$ cat src/rtl/fifo_token_packer.sv
// Packs RATIO narrow tokens popped from an upstream FIFO into one wide word for a downstream FIFO.
// Define FIFO_TOKEN_PACKER_FLUSH_EN to add a flush input that emits a zero-padded partial word.
module fifo_token_packer #(
   parameter int IN_WIDTH = 8,
   parameter int RATIO    = 4,
   localparam int OUT_WIDTH = IN_WIDTH * RATIO
) (
   input  logic                 clk,
   input  logic                 rst,
`ifdef FIFO_TOKEN_PACKER_FLUSH_EN
   input  logic                 flush,
`endif
   input  logic                 in_empty_n,
   input  logic [IN_WIDTH-1:0]  in_dout,
   output logic                 in_read,
   input  logic                 out_full_n,
   output logic [OUT_WIDTH-1:0] out_din,
   output logic                 out_write,
   output logic [15:0]          words_out
);

   localparam int LANE_W = (RATIO > 1) ? $clog2(RATIO) : 1;
   localparam logic [LANE_W-1:0] LANE_LAST = LANE_W'(RATIO - 1);
   localparam logic [LANE_W-1:0] LANE_ONE  = LANE_W'(1);

   logic [OUT_WIDTH-1:0] r_acc;
   logic [OUT_WIDTH-1:0] r_ob;
   logic [LANE_W-1:0]    r_lane;
   logic                 r_ob_valid;
   logic [15:0]          r_words_out;

   logic                 w_last;
   logic                 w_drain;
   logic                 w_read;
   logic                 w_flush_act;
   logic                 w_flush_fire;
   logic                 w_complete;
   logic [OUT_WIDTH-1:0] w_ob_next;

   assign w_last  = (r_lane == LANE_LAST);
   // The downstream RAM writes whenever write is high, so full_n must gate it.
   assign w_drain = r_ob_valid & out_full_n & ~rst;

`ifdef FIFO_TOKEN_PACKER_FLUSH_EN
   assign w_flush_act  = flush & (r_lane != '0);
   assign w_flush_fire = w_flush_act & (~r_ob_valid | w_drain) & ~rst;
`else
   assign w_flush_act  = 1'b0;
   assign w_flush_fire = 1'b0;
`endif

   // Only the completing token needs a free output slot; earlier lanes keep filling.
   assign w_read     = in_empty_n & ~w_flush_act & (~w_last | ~r_ob_valid | w_drain) & ~rst;
   assign w_complete = (w_read & w_last) | w_flush_fire;

   always_comb begin
      w_ob_next = r_acc;
      if (w_flush_fire) begin
         for (int k = 0; k < RATIO; k++) begin
            if (k >= int'(r_lane)) begin
               w_ob_next[k*IN_WIDTH +: IN_WIDTH] = '0;
            end
         end
      end else begin
         w_ob_next[OUT_WIDTH-1 -: IN_WIDTH] = in_dout;
      end
   end

   always_ff @(posedge clk or posedge rst) begin
      if (rst) begin
         r_acc       <= '0;
         r_lane      <= '0;
         r_ob        <= '0;
         r_ob_valid  <= 1'b0;
         r_words_out <= '0;
      end else begin
         if (w_read & ~w_last) begin
            r_acc[int'(r_lane)*IN_WIDTH +: IN_WIDTH] <= in_dout;
            r_lane <= r_lane + LANE_ONE;
         end
         // A completion on a drain cycle refills ob directly, so words stream without bubbles.
         if (w_complete) begin
            r_ob       <= w_ob_next;
            r_ob_valid <= 1'b1;
            r_lane     <= '0;
         end else if (w_drain) begin
            r_ob_valid <= 1'b0;
         end
         if (w_drain) begin
            r_words_out <= r_words_out + 16'd1;
         end
      end
   end

   assign in_read   = w_read;
   assign out_write = w_drain;
   assign out_din   = r_ob;
   assign words_out = r_words_out;

endmodule

$ cat config.mk
export PLATFORM = sky130hd
export DESIGN_NAME = fifo_token_packer
export DESIGN_NICKNAME = d
export VERILOG_FILES = /design/src/rtl/fifo_token_packer.sv
export SDC_FILE = /design/constraint.sdc
export NUM_CORES = 1
export LEC_CHECK = 0
export CAP_MARGIN = 20
export CORE_MARGIN = 1
export CORE_UTILIZATION = 47
export DETAILED_ROUTE_END_ITERATION = 7
export GPL_TIMING_DRIVEN = 0
export PLACE_DENSITY = 0.74
export RECOVER_POWER = 100
export SETUP_SLACK_MARGIN = 0.1
export SKIP_CTS_REPAIR_TIMING = 1
export SYNTH_ARGS = -nofsm -noshare
export SYNTH_HDL_FRONTEND = slang
export SYNTH_SLANG_ARGS = --single-unit
$ cat constraint.sdc
create_clock -name clk -period 6.5 [get_ports clk]
set_input_delay 1.3 -clock clk [delete_from_list [all_inputs] [get_ports clk]]
set_output_delay 1.3 -clock clk [all_outputs]
set_load 0.005 [all_outputs]
==> results.toml, run 1 <==
[route]
drt-total-wl_mm = 5.95
wire_per_inst_um = 14.5
first_pass_iters = 6
drt_iter0_drc = 148
drc = 2
num_vias = 2075
vias_per_cell = 5.06
ant_nets = 0

[grt]
grt_overflow = 0
grt_max_degree = 76
grt_pass1_vias = 2146
grt_use_total_pct = 19.4
antenna_found_initial = 0
grt_pass1_wl_mm = 10.6

[worst_setup_path]
crit_family = "buffers and inverters"
worstPathRequired_ns = 5.20
path_class = "input port to output port"
cp_common_cell = "dlygate4sd3_1"
regToRegSetupSlack_ns = 3.96
cpPeakStageDelay_ns = 0.59
crit_buf_inv = 3
worstPathCellList = "dlygate4sd3_1 -> nand3b_1 -> inv_1 -> dlygate4sd3_1"
cp_max_fo = 6
cp.arrival_ns = 2.95
critPathSlowestCell = "dlygate4sd3_1"
startpoint_type = "input port"
end_kind = "output port"

[synthesis]
synth_simple_gate_area_share_pct = 12.9
syn_area_um2 = 3080
synthCells = 256
synthAdderAreaFrac_pct = 2.44
ys_seq_area_share_pct = 60.9
syn_nets = 274
synth_warnings = 0
ys_seq_elements = 75
synth-xor-area-share_pct = 4.26
synth_top_family_by_area = "simple AND/OR/NAND/NOR gates"
avgSynthCellArea_um2 = 12.0
synth-compound-area-share_pct = 5.32
ys_types = 23
synth.area.mux_share_pct = 11.7

[layout]
mostFrequentLayoutCells = "75 x dfrtp_1, 62 x nand2_1, 51 x dlygate4sd3_1"
antenna_cells = 0
final_layout_size_suffix_gt1_share_pct = 15.3
syn_to_final_growth_pct = 29.1
n_fill_cell = 511
final_nets = 346
final_common_cell = "dfrtp_1"

[clock_network]
clock_path_buffers = 2
root_buffer = "clkbuf_8"
tritoncts = "built"
clk_pin_slew_ns = 0.07
numCtsBuffers = 9
cts.sinks = 75
cts_htree_levels = 3
clkLatencyLatePin_ns = 0.34

[flow_run]
drv_cap = 1

[sta]
hold_viol = 0
fin_crit_sh_pct = 65.4
fin_tns_setup_ns = 0
clock_skew_ns = 0.0114
relSlewSlack_pct = -113
grt_setup_unrepaired = "false"
period_needed_ns = 4.25
final-setup-viol-count = 0
maxSlewViolCount = 76
fmax_mhz = 235
worst_pin_slew_ns = 3.18

[power]
comb_power_share_pct = 27.1
vdd_drop_max_mv = 0.204
swShare_pct = 28.3
pwr-share-seq_pct = 45.7
total_power_w = 0.00156
intPower_w = 0.00112
p_leak_nw = 1.90
pwr-share-clk_pct = 27.2
power_switching_w = 0.000441
power_density_nw_per_um2 = 392

[placed_design]
dp_hpwl_mm = 4.06
gp_congestion = 0.728
portBuffers = 61

[die]
start_util_pct = 48.5
dieWidth_um = 83.0
io_pins = 62
die_h_um = 83.0
core_region_area_um2 = 6350
dieArea_um2 = 6880
row_count = 29

[run_status]
status = "complete, but fails checks"
violations = "design-rule violations, max-capacitance violations, max-slew violations"

[worst_hold_path]
hold_class = "register to register"
-- flip-flops by register name (all words and copies together) (netlist names) --
name / cells
words_out: 16
out_din: 32
r_ob_valid: 1
r_acc: 24
r_lane: 2
-- cells in the mapped netlist, drive strengths merged --
master  number  share of area [%]
mux2        32                 12
nand4        4               0.81
o21ai       26                4.2
inv          8               0.97
nand2       62                7.6
xnor2       13                3.7
nor3         3               0.65
xor2         2               0.57
a21o         1               0.24
nand2b       1               0.20
buf          3                1.1
nor2         3               0.45
dfrtp       75                 61
nand3        6               0.97
and4         1               0.28
a31oi        1               0.20
ha           6                2.4
a211oi       1               0.65
nand3b       1               0.37
nor3b        4                1.6
clkbuf       3               0.37
-- routing by layer --
metal | track usage (%) | up-vias | wire length (µm)
met2 | 30.6 | 45 | 2770
met1 | 26.3 | 1018 | 2870
li1 | - | 1006 | -
met3 | 4.77 | 6 | 245
met5 | 0 | - | 0
met4 | 7.05 | 0 | 70
-- path summary, 6_finish.rpt --
| kind | depth (start not counted) | start | to |
|---|---|---|---|
| min in group asynchronous | 2 | rst | words_out[11] |
| setup reg to reg | 5 | r_lane[0] | out_din[3] |
| max in group asynchronous | 2 | rst | out_din[31] |
| setup / recovery | 4 | rst | out_write |
| hold / removal | 1 | words_out[15] | words_out[15] |
| hold reg to reg | 1 | words_out[15] | words_out[15] |
-- layout make-up --
cell class	instances	area, µm²	share of cell area [%]
Multi-Input combinational cell	167	1100	27.7
Sequential cell	75	1880	47.2
Tap cell	77	96.3	2.42
Clock buffer	9	124	3.11
Buffer	6	22.5	0.566
Inverter	8	31.3	0.786
Clock inverter	7	116	2.93
Timing Repair Buffer	61	611	15.4
-- worst register-to-register path, cell delays in order, from the launching register on --
cell and delay, ns:
dfrtp_1 0.44, ha_1 0.23, inv_1 0.07, a211oi_1 0.76, clkbuf_1 0.53, mux2_2 0.40
-- per-stage QoR --
step,worst slack (ns),utilization [%],hold slack (ns),std cells,cell area (µm²)
detailed placement,2.29,59.7,0.470,394,3790
global placement,2.06,59.6,0.456,394,3790
global route,2.14,62.6,0.486,410,3980
floorplan,3.29,-,0.444,256,3080
finish,2.25,62.6,0.473,410,3980
CTS,2.29,63.5,0.485,410,4030
-- cell families after synthesis --
group           Yosys count
compound gates           29
xor+xnor                 15
fa+ha+maj                 6
buf+inv                  14
flops                    75
mux                      32
simple gates             85
-- power by group through the flow --
stage | sequential (W) | combinational (W) | clock, W
2_1_floorplan | 0.000715 | 0.000224 | 0
3_3_place_gp | 0.000721 | 0.000454 | 0
3_5_place_dp | 0.000728 | 0.000465 | 0
4_1_cts | 0.000719 | 0.000470 | 0.000430
5_1_grt | 0.000741 | 0.000469 | 0.000456
6_report | 0.000712 | 0.000421 | 0.000424
No activity file was read; power rests on OpenSTA's default activity.
==> inputs of run 2 (changes only) <==
- CORE_UTILIZATION: 47 -> 46
- PLACE_DENSITY: 0.74 -> 0.75
- clock period: 6.5 -> 3.46 ns (I/O delays scaled with it)
==> results.toml, run 2 (synthesis gave the netlist of run 1 again) <==
[worst_setup_path]
end_kind = "output port"
regToRegSetupSlack_ns = 0.88
reg2reg_depth = 5
worstPathRequired_ns = 2.77
cp.arrival_ns = 2.34
path_class = "input port to output port"
r2r_end = "out_din[3]"
worstReg2RegStart = "r_lane[0]"
cp_max_fo = 4
startpoint_type = "input port"

[flow_run]
drv_cap = 1

[run_status]
violations = "design-rule violations, max-capacitance violations, max-slew violations"
status = "complete, but fails checks"

[grt]
grt_overflow = 0
grt_pass1_vias = 2087
antenna_found_initial = 0
grt_pass1_wl_mm = 10.2
grt_use_total_pct = 18.8
grt_max_degree = 76

[placed_design]
dp_cells = 394
gp_congestion = 0.720
post_dp_cell_area_um2 = 3790
dp_hpwl_mm = 4.22
portBuffers = 61

[layout]
final_cells = 409
largest_reg_flops = 32
mostFrequentLayoutCells = "75 x dfrtp_1, 62 x nand2_1, 51 x dlygate4sd3_1"
syn_to_final_growth_pct = 28.3
final_nets = 346
final_common_cell = "dfrtp_1"
antenna_cells = 0
n_fill_cell = 543
final_layout_size_suffix_gt1_share_pct = 15.7
final_area_um2 = 3950

[die]
die_h_um = 83.8
dieArea_um2 = 7030
row_count = 29
io_pins = 62
dieWidth_um = 83.8
start_util_pct = 48.0
core_region_area_um2 = 6420

[sta]
hold_viol = 0
final-setup-viol-count = 0
fmax_mhz = 330
relSlewSlack_pct = -0.792
maxSlewViolCount = 76
worst_pin_slew_ns = 1.51
clock_skew_ns = 0.00847
holdWs_ns = 0.470
period_needed_ns = 3.03
grt_setup_unrepaired = "false"
fin_crit_sh_pct = 87.6

[clock_network]
tritoncts = "built"
cts.sinks = 75
clk_pin_slew_ns = 0.07
cts_htree_levels = 3
root_buffer = "clkbuf_8"
clock_path_buffers = 2
clkLatencyLatePin_ns = 0.34
numCtsBuffers = 9

[route]
wire_per_inst_um = 14.6
drc = 6
first_pass_iters = 6
drt_iter0_drc = 114
vias_per_cell = 5.02
ant_nets = 0
drt-total-wl_mm = 5.97
num_vias = 2055

[power]
vdd_drop_max_mv = 0.325
power_density_nw_per_um2 = 708
p_leak_nw = 1.90

[worst_hold_path]
hold_class = "register to register"
hold_depth = 1
min_from = "words_out[15]"
min_to = "words_out[15]"
-- run 2: cell type report --
cell class                      instances  area (µm²)  area share [%]
Clock buffer                           13         159            4.02
Timing Repair Buffer                   61         611            15.4
Buffer                                  6        45.0            1.14
Inverter                                8        30.0           0.760
Clock inverter                          2        35.0           0.886
Sequential cell                        75        1880            47.5
Multi-Input combinational cell        167        1100            27.8
Tap cell                               77        96.3            2.44
-- run 2: power breakdown --
group | leakage (nW) | internal (W) | switching [W]
Combinational | 0.794 | 0.000458 | 0.000345
Clock | 0.0995 | 0.000368 | 0.000294
Sequential | 1.01 | 0.00117 | 0.000165
-- run 2: critical path: stages --
cell,delay [ns]
dlygate4sd3_1,0.58
nand2b_1,0.18
a31oi_1,0.26
dlygate4sd3_1,0.63
-- run 2: worst max-delay path by stage --
stage               from          end  cells after the start
floorplan            rst   out_din[0]                      1
global placement     rst  out_din[22]                      2
finish               rst      in_read                      4
global route         rst    out_write                      4
detailed placement   rst      in_read                      4
CTS                  rst      in_read                      4
-- run 2: metrics by stage --
step | TNS [ns] | total power (W) | utilization [%] | setup WS (ns)
2_1_floorplan | 0 | 0.00176 | - | 0.858
3_3_place_gp | -28.76 | 0.00220 | 59.0 | -0.386
3_5_place_dp | 0 | 0.00224 | 59.0 | 0.489
4_1_cts | 0 | 0.00291 | 62.0 | 0.494
5_1_grt | 0 | 0.00300 | 61.5 | 0.361
6_report | 0 | 0.00280 | 61.5 | 0.428
-- run 2: routing by layer --
| metal | global-route usage [%] | wire length, µm | part of all wire [%] | vias up |
|---|---|---|---|---|
| met5 | 0 | 0 | 0 | - |
| met4 | 6.74 | 100 | 1.7 | 0 |
| met3 | 4.45 | 175 | 2.9 | 10 |
| met2 | 29.9 | 2830 | 47 | 38 |
| met1 | 25.4 | 2860 | 48 | 1006 |
| li1 | - | - | - | 1001 |
==> inputs of run 3 (changes only) <==
- CORE_MARGIN: 1 -> not set
==> results of run 3 <==
Same layout as run 2: the final DEF is identical, and so are final timing and power.
